## config.mk

```make
export PLATFORM = sky130hd
export DESIGN_NAME = fixed_point_alu
export DESIGN_NICKNAME = d
export VERILOG_FILES = /design/src/rtl/fixed_point_pkg.sv /design/src/rtl/fixed_point_divider.sv /design/src/rtl/fixed_point_alu.sv
export SDC_FILE = /design/constraint.sdc
export NUM_CORES = 1
export LEC_CHECK = 0
export ABC_AREA = 1
export CAP_MARGIN = 20
export CORE_ASPECT_RATIO = 1.2
export CORE_MARGIN = 2
export CORE_UTILIZATION = 55
export CTS_CLUSTER_DIAMETER = 40
export CTS_CLUSTER_SIZE = 14
export DETAILED_ROUTE_END_ITERATION = 10
export PLACE_DENSITY = 0.74
export SKIP_LAST_GASP = 1
export SLEW_MARGIN = 20
export SYNTH_ARGS = -nofsm -noshare
export SYNTH_HDL_FRONTEND = slang
export SYNTH_SLANG_ARGS = --single-unit
```

## constraint.sdc

```tcl
create_clock -name clk -period 6.2 [get_ports clk]
set_input_delay 1.24 -clock clk [delete_from_list [all_inputs] [get_ports clk]]
set_output_delay 1.24 -clock clk [all_outputs]
set_load 0.02 [all_outputs]
```

## src/rtl/fixed_point_pkg.sv

```systemverilog
// Shared definitions for the fixed-point ALU and its clients (e.g. stack_machine).
// Holds the operation encodings, the Q8.8 helper constants and the ALU state type.
package fixed_point_pkg;

  // Operation encodings; 5..7 are reserved and produce zero.
  localparam logic [2:0] OP_ADD = 3'd0;
  localparam logic [2:0] OP_SUB = 3'd1;
  localparam logic [2:0] OP_MUL = 3'd2;
  localparam logic [2:0] OP_DIV = 3'd3;
  localparam logic [2:0] OP_POW = 3'd4;

  // Default Q8.8 format shared with stack_machine.
  localparam int unsigned Q_INT_WIDTH  = 8;
  localparam int unsigned Q_FRAC_WIDTH = 8;
  localparam int unsigned Q_WIDTH      = Q_INT_WIDTH + Q_FRAC_WIDTH;

  localparam logic [Q_WIDTH-1:0] Q_ONE = Q_WIDTH'(1) << Q_FRAC_WIDTH;
  localparam logic [Q_WIDTH-1:0] Q_MAX = {1'b0, {(Q_WIDTH-1){1'b1}}};
  localparam logic [Q_WIDTH-1:0] Q_MIN = {1'b1, {(Q_WIDTH-1){1'b0}}};

  typedef enum logic [2:0] {
    StIdle,
    StAddSub,
    StMul,
    StDiv,
    StPowMul,
    StPowDiv,
    StDone
  } state_e;

endpackage

```

## src/rtl/fixed_point_divider.sv

```systemverilog
// Iterative restoring divider on unsigned magnitudes, one quotient bit per cycle.
// Ports:
//   clk, rst  - clock, synchronous active-high reset
//   start     - load dividend/divisor and begin (DividendWidth iterations follow)
//   dividend  - unsigned numerator
//   divisor   - unsigned denominator (zero yields an all-ones quotient)
//   quotient  - unsigned quotient, valid when done pulses
//   done      - one-cycle pulse after the last iteration
module fixed_point_divider #(
  parameter int unsigned DividendWidth = 24,
  parameter int unsigned DivisorWidth  = 16
) (
  input  logic                     clk,
  input  logic                     rst,
  input  logic                     start,
  input  logic [DividendWidth-1:0] dividend,
  input  logic [DivisorWidth-1:0]  divisor,
  output logic [DividendWidth-1:0] quotient,
  output logic                     done
);

  localparam int unsigned CntWidth = $clog2(DividendWidth + 1);
  localparam logic [CntWidth-1:0] CntInit = CntWidth'(DividendWidth);
  localparam logic [CntWidth-1:0] CntLast = CntWidth'(1);

  // The dividend register shifts out MSB-first while quotient bits shift in at the LSB.
  logic [DividendWidth-1:0] quo_q;
  // One spare bit so every remainder bit feeds the trial subtraction.
  logic [DivisorWidth:0]    rem_q;
  logic [DivisorWidth-1:0]  den_q;
  logic [CntWidth-1:0]      cnt_q;
  logic                     busy_q;
  logic                     done_q;

  logic [DivisorWidth+1:0]  shifted;
  logic [DivisorWidth+1:0]  trial;
  logic                     fits;

  always_comb begin
    shifted = {rem_q, quo_q[DividendWidth-1]};
    trial   = shifted - {2'b00, den_q};
    fits    = ~trial[DivisorWidth+1];
  end

  always_ff @(posedge clk) begin
    if (rst) begin
      quo_q  <= '0;
      rem_q  <= '0;
      den_q  <= '0;
      cnt_q  <= '0;
      busy_q <= 1'b0;
      done_q <= 1'b0;
    end else begin
      done_q <= 1'b0;
      if (start) begin
        quo_q  <= dividend;
        rem_q  <= '0;
        den_q  <= divisor;
        cnt_q  <= CntInit;
        busy_q <= 1'b1;
      end else if (busy_q) begin
        rem_q <= fits ? trial[DivisorWidth:0] : shifted[DivisorWidth:0];
        quo_q <= {quo_q[DividendWidth-2:0], fits};
        cnt_q <= cnt_q - CntLast;
        if (cnt_q == CntLast) begin
          busy_q <= 1'b0;
          done_q <= 1'b1;
        end
      end
    end
  end

  assign quotient = quo_q;
  assign done     = done_q;

endmodule

```

## src/rtl/fixed_point_alu.sv

```systemverilog
// Multi-cycle saturating signed Q(I.F) ALU: add, sub, mul, div and integer power.
// Ports:
//   clk, rst  - clock, synchronous active-high reset (aborts any operation)
//   start     - request, sampled only in idle or in the done cycle
//   op        - OP_ADD/SUB/MUL/DIV/POW, 5..7 reserved (result 0)
//   a, b      - signed Q(I.F) operands, latched on start
//   result    - signed Q(I.F) result, updated with done and held until the next done
//   done      - one-cycle completion pulse
module fixed_point_alu
  import fixed_point_pkg::*;
#(
  parameter int unsigned INTEGER_PART_WIDTH    = 8,
  parameter int unsigned FRACTIONAL_PART_WIDTH = 8
) (
  input  logic                                                clk,
  input  logic                                                rst,
  input  logic                                                start,
  input  logic [2:0]                                          op,
  input  logic [INTEGER_PART_WIDTH+FRACTIONAL_PART_WIDTH-1:0] a,
  input  logic [INTEGER_PART_WIDTH+FRACTIONAL_PART_WIDTH-1:0] b,
  output logic [INTEGER_PART_WIDTH+FRACTIONAL_PART_WIDTH-1:0] result,
  output logic                                                done
);

  localparam int unsigned I = INTEGER_PART_WIDTH;
  localparam int unsigned F = FRACTIONAL_PART_WIDTH;
  localparam int unsigned N = I + F;

  localparam logic [N-1:0] QOne = N'(1) << F;
  localparam logic [N-1:0] QMax = {1'b0, {(N-1){1'b1}}};
  localparam logic [N-1:0] QMin = {1'b1, {(N-1){1'b0}}};

  state_e                 state_q;
  logic [2:0]             op_q;
  logic [N-1:0]           a_q;
  logic [N-1:0]           b_q;
  logic [N-1:0]           acc_q;
  logic [N-1:0]           result_q;
  logic                   done_q;
  logic signed [2*N-1:0]  prod_q;
  logic                   mul_phase_q;
  logic [I-1:0]           pow_cnt_q;
  logic                   pow_neg_q;
  logic                   div_start_q;

  // Clamp an (N+1)-bit sum: overflow iff the two top bits disagree.
  function automatic logic [N-1:0] sat_narrow(input logic [N:0] v);
    if (v[N] == v[N-1]) begin
      return v[N-1:0];
    end else begin
      return v[N] ? QMin : QMax;
    end
  endfunction

  // Clamp a 2N-bit value: in range iff the top N+1 bits are all copies of the sign.
  function automatic logic [N-1:0] sat_wide(input logic [2*N-1:0] v);
    if (v[2*N-1:N-1] == {(N+1){v[2*N-1]}}) begin
      return v[N-1:0];
    end else begin
      return v[2*N-1] ? QMin : QMax;
    end
  endfunction

  // Add/sub at N+1 bits so the carry out is visible to the saturator.
  logic [N:0] sum_add;
  logic [N:0] sum_sub;
  assign sum_add = {a_q[N-1], a_q} + {b_q[N-1], b_q};
  assign sum_sub = {a_q[N-1], a_q} - {b_q[N-1], b_q};

  // Shared multiplier: a*b for MUL, acc*a for the POW repeated-multiply loop.
  logic [N-1:0]          mul_x;
  logic [N-1:0]          mul_y;
  logic signed [2*N-1:0] mul_full;
  logic [2*N-1:0]        mul_shift;
  logic [N-1:0]          mul_sat;

  always_comb begin
    mul_x = a_q;
    mul_y = b_q;
    if (state_q == StPowMul) begin
      mul_x = acc_q;
      mul_y = a_q;
    end
    mul_full  = $signed({{N{mul_x[N-1]}}, mul_x}) * $signed({{N{mul_y[N-1]}}, mul_y});
    mul_shift = prod_q >>> F;  // arithmetic shift floors toward -inf
    mul_sat   = sat_wide(mul_shift);
  end

  // Divider works on magnitudes; sign and saturation are applied afterwards.
  logic [N-1:0]   a_mag;
  logic [N-1:0]   b_mag;
  logic [N+F-1:0] div_quo;
  logic           div_done;
  logic           div_neg;
  logic [N-1:0]   div_res;

  assign a_mag   = a_q[N-1] ? -a_q : a_q;
  assign b_mag   = b_q[N-1] ? -b_q : b_q;
  assign div_neg = a_q[N-1] ^ b_q[N-1];

  fixed_point_divider #(
    .DividendWidth(N + F),
    .DivisorWidth (N)
  ) u_divider (
    .clk     (clk),
    .rst     (rst),
    .start   (div_start_q),
    .dividend({a_mag, {F{1'b0}}}),
    .divisor (b_mag),
    .quotient(div_quo),
    .done    (div_done)
  );

  always_comb begin
    div_res = '0;
    if (b_q == '0) begin
      if (a_q != '0) begin
        div_res = a_q[N-1] ? QMin : QMax;
      end
    end else if (!div_neg) begin
      div_res = (|div_quo[N+F-1:N-1]) ? QMax : div_quo[N-1:0];
    end else begin
      // Negative side reaches one further: magnitude 2^(N-1) is exactly QMin.
      div_res = ((|div_quo[N+F-1:N]) || (div_quo[N-1] && |div_quo[N-2:0])) ?
                QMin : -div_quo[N-1:0];
    end
  end

  // Exponent k = floor(b); its magnitude is the number of factors in a^|k|.
  logic [I-1:0] k_in;
  logic [I-1:0] k_abs;
  assign k_in  = b[N-1:F];
  assign k_abs = b[N-1] ? -k_in : k_in;

  always_ff @(posedge clk) begin
    if (rst) begin
      state_q     <= StIdle;
      op_q        <= '0;
      a_q         <= '0;
      b_q         <= '0;
      acc_q       <= '0;
      result_q    <= '0;
      done_q      <= 1'b0;
      prod_q      <= '0;
      mul_phase_q <= 1'b0;
      pow_cnt_q   <= '0;
      pow_neg_q   <= 1'b0;
      div_start_q <= 1'b0;
    end else begin
      done_q      <= 1'b0;
      div_start_q <= 1'b0;
      unique case (state_q)
        StIdle, StDone: begin
          if (start) begin
            op_q        <= op;
            a_q         <= a;
            b_q         <= b;
            acc_q       <= a;
            mul_phase_q <= 1'b0;
            pow_cnt_q   <= k_abs;
            pow_neg_q   <= b[N-1];
            case (op)
              OP_MUL:  state_q <= StMul;
              OP_DIV: begin
                state_q     <= StDiv;
                div_start_q <= 1'b1;
              end
              OP_POW:  state_q <= StPowMul;
              default: state_q <= StAddSub;  // ADD, SUB and reserved codes
            endcase
          end else begin
            state_q <= StIdle;
          end
        end
        StAddSub: begin
          case (op_q)
            OP_ADD:  result_q <= sat_narrow(sum_add);
            OP_SUB:  result_q <= sat_narrow(sum_sub);
            default: result_q <= '0;
          endcase
          done_q  <= 1'b1;
          state_q <= StDone;
        end
        StMul: begin
          if (!mul_phase_q) begin
            prod_q      <= mul_full;
            mul_phase_q <= 1'b1;
          end else begin
            result_q <= mul_sat;
            done_q   <= 1'b1;
            state_q  <= StDone;
          end
        end
        StDiv, StPowDiv: begin
          if (div_done) begin
            result_q <= div_res;
            done_q   <= 1'b1;
            state_q  <= StDone;
          end
        end
        StPowMul: begin
          if (pow_cnt_q == '0) begin
            result_q <= QOne;
            done_q   <= 1'b1;
            state_q  <= StDone;
          end else if (!mul_phase_q) begin
            if (pow_cnt_q == I'(1)) begin
              if (!pow_neg_q) begin
                result_q <= acc_q;
                done_q   <= 1'b1;
                state_q  <= StDone;
              end else begin
                // Reciprocal reuses the DIV path with operands 1.0 / acc.
                a_q         <= QOne;
                b_q         <= acc_q;
                div_start_q <= 1'b1;
                state_q     <= StPowDiv;
              end
            end else begin
              prod_q      <= mul_full;
              mul_phase_q <= 1'b1;
            end
          end else begin
            acc_q       <= mul_sat;
            pow_cnt_q   <= pow_cnt_q - I'(1);
            mul_phase_q <= 1'b0;
          end
        end
        default: state_q <= StIdle;
      endcase
    end
  end

  assign result = result_q;
  assign done   = done_q;

endmodule

```

Word level (Yosys, flattened, before mapping). Index checks and enable logic that the tools add are counted.

ROM bits: 0. RAM bits: 0. Latch bits: 0. Register bits after elaboration: 178. Memories: 0.

Reductions and logical operators: 26. Muxes and demuxes: 85. Add/sub/neg operators: 9. Bitwise gates (word level): 3. Divide/modulo/power cells: 0. Eq/ne operators: 28. Multipliers: 1. Magnitude comparators: 0. Shifts and indexed selects: 0.

Operators by type and width (count): 16-bit 2-to-1 mux (33); 32-bit 2-to-1 mux (4); 16-bit one-hot mux with 2 select lines (4); 16-bit one-hot mux with 4 select lines (1); 32-bit one-hot mux with 2 select lines (1); 24-bit 2-to-1 mux (2); 16-bit negator (3); 16-bit by 16-bit multiplier with 32-bit output (1); 8-bit 2-to-1 mux (4); 1-bit 2-to-1 mux (20); 3-bit 2-to-1 mux (6); 18-bit by 16-bit subtractor with 18-bit output (1); 16-bit by 16-bit adder with 17-bit output (1); 17-bit 2-to-1 mux (1); 16-bit by 16-bit subtractor with 17-bit output (1); 16-bit logical NOT (1); 2-bit != test, second input constant (8); 8-bit one-hot mux with 2 select lines (1); 16-bit nonzero test (1); 3-bit one-hot mux with 5 select lines (1); 15-bit OR reduction (1); 3-bit by 2-bit equality test with 1-bit output, second input constant (4); 3-bit equality test, second input constant (4); 6-bit AND reduction (2); other kinds (34) (46).

Longest topological paths before layout.
Depth after elaboration: 8. Gate-level depth with buffers: 36.

Modules after synthesis. Synthesis repeated with hierarchy kept, for this count alone.

Cells, all modules: 3377. Area, all modules: 23203.5 sq um.

By module, submodules not included: fixed_point_alu (cells each 2780, area an instance 19084.6 sq um, times used 1); fixed_point_divider (cells each 597, area an instance 4119.0 sq um, times used 1).

Worst setup path after synthesis. No wires, ideal clock.

Path kind: register -> register. From: register state_q[0]. To: register prod_q[30]. Clock period less this slack: 6.472 ns. Path slack: -0.272 ns. Setup time: 0.109 ns. Arrival time: 6.363 ns. Stages on the path, launching flop included: 27. Data required time: 6.091 ns. Cells stage by stage: dfxtp_1 buf_6 nor2_4 nand2_2 buf_6 buf_6 buf_2 o21ai_2 inv_1 nor2_1 fa_1 fa_1 fa_1 fa_1 inv_1 fa_1 fa_1 inv_1 ha_1 inv_1 nor3_1 a2111oi_0 nand2_1 nand2_1 nand3_1 nand2_1 inv_1.

Cells in the longest elaborated chain, start to end: 7. Elaborated cells on any way between the ends: 16. Classes of those cells: mul (1); eq/ne (6); mux (7); reduce/logical (2).

Ends and longest elaborated chain: from (decl) (line fixed_point_alu.sv:33) `state_e state_q;`; from (signal assigned) (line fixed_point_alu.sv:137) `state_q <= StIdle;`; from (signal assigned) (line fixed_point_alu.sv:163) `OP_MUL: state_q <= StMul;`; from (signal assigned) (line fixed_point_alu.sv:165) `state_q <= StDiv;`; 3-bit equality test (line fixed_point_alu.sv:80, fixed_point_alu.sv:152); 16-bit 2-to-1 mux (line fixed_point_alu.sv:80) `if (state_q == StPowMul) begin`; 16-bit by 16-bit multiplier with 32-bit output (line fixed_point_alu.sv:84) `mul_full = $signed({{N{mul_x[N-1]}}, mul_x}) * $signed({{N{mul_y[N-1]}}, mul_y});`; 32-bit 2-to-1 mux (line fixed_point_alu.sv:207) `if (pow_cnt_q == I'(1)) begin`; 32-bit 2-to-1 mux (line fixed_point_alu.sv:206) `end else if (!mul_phase_q) begin`; 32-bit 2-to-1 mux (line fixed_point_alu.sv:202) `if (pow_cnt_q == '0) begin`; 32-bit one-hot mux with 2 select lines (line fixed_point_alu.sv:152) `unique case (state_q)`; to (signal assigned) (line fixed_point_alu.sv:186) `prod_q <= mul_full;`; to (signal assigned) (line fixed_point_alu.sv:220) `prod_q <= mul_full;`; to (decl) (line fixed_point_alu.sv:40) `logic signed [2*N-1:0] prod_q;`.

Parallel ways exist; a longest one is shown, timed or not. The select of a mux whose other input is x is not followed. A chain may end at the register's enable or synchronous reset.

Final worst setup path.
From: register state_q[0]. To: register prod_q[29].

The elaborated chain is that of the path after synthesis.

==> results.md <==
* Ys async rst share at 0%
* Maxcap violations at 0
* Crit-path max cell delay at 0.62 ns
* Cell taking the most area after synthesis: fa_1
* Initial DRT Pass Iterations at 6
* TritonCTS clock tree: built
* H-tree lvl count at 4
* Antenna cell count at 0
* EDFF count, synth at 0
* # hold bufs at CTS at 0
* Area Growth Syn to Fin at 26.2%
* Commonest cells in the netlist: nand2_1, inv_1, nor2_1, fa_1, a21oi_1
* Port bufs at 54
* Reg2reg setup slack at -0.45 ns
* Total GRT Usage at 41.2%
* Core area at 40600 µm²
* Critical-path top delay cell: fa_2
* Hold depth at 2
* Synthesized area per cell at 6.88 µm²
* Hold WS at 0.464 ns
* Design area at 28500 µm²
* Period utilisation layout at 107%
* Final Hold Viols at 0
* GRT overflow at 0
* Vias post-DR at 24124
* Placed instance count at 4069
* Syn_nets at 3721
* Worst Skew at 0.0174 ns
* Layout Nets at 4063
* Cell Count, Final, Fillers Out at 4177
* Die height at 226 µm
* Critical path peak fanout at 10
* Antenna Nets Post-Route at 0
* Critical Path Source Type: flip-flop
* Share of cells above drive strength 1 at 21.2%
* Min-Delay Endpoint: result[7]
* Top cell type's share of synthesized area at 23.4%
* Flops & latches, synth at 170
* TritonCTS Buffers at 17
* Maximum root-to-sink buffer count at 2
* Die Area at 42700 µm²
* Drt total wl at 90000 µm
* Multi-input logic area at 17500 µm²
* Storage cell area at 3410 µm²
* R2r startpoint: state_q[0]
* Max layer used: met4
* Fin crit period at 6.65 ns
* RSZ-0062 raised after global routing: true
* Initial antenna violation count at 0
* Gate count of the mapped netlist at 3283
* Clock tree sinks at 170
* Failing checks: negative setup slack
* Row count at 81
* Die X at 189 µm
* CTS root buf: clkbuf_16
* Via density at 5.78
* FF-to-FF path depth at 30
* Clk slew on worst S/H paths at 0.08 ns
* Top cells by area, synth: fa_1, dfxtp_1, nand2_1
* Routed len/inst at 21.5 µm
* Worst slew pin tran at 1.06 ns
* Final WS setup at -0.454 ns
* I/O Pins at 55
* Synth Warn # at 0
* Hold Crit Class: flip-flop to flip-flop
* Crit path DAT at 7.03 ns
* Worst skew pair latency at 0.47 ns
* Cell area after synthesis at 22600 µm²
* FILL cells at 3392
* CP dominant cell by count: fa_1
* Dpl ws at -0.904 ns
* Most common cell in the synthesized netlist: nand2_1
* Met3 WL at 5480 µm
* Area after DPL at 25700 µm²
* Slew headroom at 29.0%
* Crit path kind: flip-flop to flip-flop
* Routability cong. at 1.08
* Distinct cells, synth at 56
* Number of global-route vias before repair at 24119
* Final setup violating endpoints at 15
* First-pass GRT wire length at 133000 µm
* Post-DP HPWL at 69000 µm
* Met2 wire length at 43300 µm
* Initial DRC Count at 2019
* Starting Density at 55.6%
* Main synth FF type: dfxtp_1
* WL met1 at 31000 µm
* Sequential fraction of the synthesis area at 15.1%
* Status: finished with violations
* CP required at 6.57 ns
* CP endpoint kind: flip-flop
* Hold Path Origin: result[7]
* Buffers & Inverters on Critical Path at 10
* Reg-to-reg endpoint: prod_q[29]
* CP top delay family: adder cells
* Fmax at 150 MHz
* Largest net degree at the start of global routing at 67
* # DRC at 0
* Final Max Tran Viols at 0
-- sequential cells by signal, indices dropped and copies added (netlist names), 3 cells and up --
name,count
acc_q,16
state_q,3
op_q,3
u_divider.rem_q,17
u_divider.cnt_q,5
b_q,16
prod_q,24
pow_cnt_q,8
u_divider.den_q,16
u_divider.quotient,24
result,16
a_q,16
-- worst max path at each step --
stage	from	to	slack (ns)	cells past startpoint
2_1_floorplan	state_q[0]	prod_q[30]	0.005	28
3_3_place_gp	state_q[1]	prod_q[30]	-0.91	29
3_5_place_dp	state_q[1]	prod_q[28]	-0.90	28
4_1_cts	state_q[1]	prod_q[28]	-0.18	30
5_1_grt	state_q[0]	prod_q[29]	-0.62	31
6_report	state_q[0]	prod_q[29]	-0.45	30
-- cell families (layout without fill, tap and decap cells) --
| family | Yosys count | after routing | synth area share (%) |
|---|---|---|---|
| AOI/OAI and AO/OA | 543 | 543 | 13.9 |
| xor gates and xnor gates | 63 | 63 | 2.44 |
| adders and majority gates | 400 | 400 | 30.9 |
| buffers and inverters | 764 | 1119 | 13.4 |
| DFF | 170 | 170 | 15.1 |
| and+or+nand+nor | 1343 | 1343 | 24.3 |
-- through the flow --
| stage | setup TNS, ns | util [%] |
|---|---|---|
| floorplan | 0 | - |
| detailed placement | -12.83 | 63.3 |
| global placement | -13.26 | 63.3 |
| global route | -6.27 | 70.1 |
| finish | -3.37 | 70.1 |
| CTS | -1.18 | 67.2 |
-- final cells by class --
class / count / area share (%)
Clock buffer: 22 / 1.63
Clock inverter: 10 / 0.290
Inverter: 648 / 8.62
Multi-Input combinational cell: 2349 / 61.4
Sequential cell: 170 / 12.0
Tap cell: 539 / 2.37
Timing Repair Buffer: 439 / 13.8
-- tightest hold or removal path: cells and delay by family, from the launching register on --
kind | cells | cell delay, ns
DFF | 1 | 0.31
and+or+nand+nor | 1 | 0.06
AOI/OAI and AO/OA | 1 | 0.05
-- cell usage in the layout (no fill, tap or decap), drive strengths merged, types with 3 or more instances in the layout --
cell type / instances
o31ai: 4
ha: 136
a211oi: 11
xor2: 52
dfxtp: 170
nand4: 22
inv: 644
nor2: 357
o21bai: 12
a21oi: 207
o32ai: 4
a31oi: 46
clkdlybuf4s50: 53
a21o: 4
o22ai: 7
fa: 264
o221ai: 7
nor4: 5
o211ai: 27
or2: 4
buf: 381
o21ai: 207
xnor2: 11
nor3: 43
clkinvlp: 7
nand3b: 5
clkbuf: 26
nand2: 769
nand3: 134
clkinv: 7
and2: 3
o21a: 3
-- per-layer routing --
| metal | track usage, % | vias to the layer above |
|---|---|---|
| met5 | 0 | - |
| met4 | 35.1 | 0 |
| met3 | 4.27 | 476 |
| met2 | 71.9 | 1273 |
| met1 | 44.8 | 11494 |
| li1 | - | 10881 |
-- repair_timing --
| item | CTS | global route |
|---|---|---|
| endpoints found under the hold margin | 0 | 0 |
| buffers inserted | 31 | 39 |
| cloned | 2 | 5 |
| resized for setup | 194 | 250 |
| endpoints found under the setup margin | 22 | 22 |
| pin swaps | 79 | 111 |
Power is not shown: default switching activity piles up to over one toggle a cycle in this logic, so the estimate is an artifact.
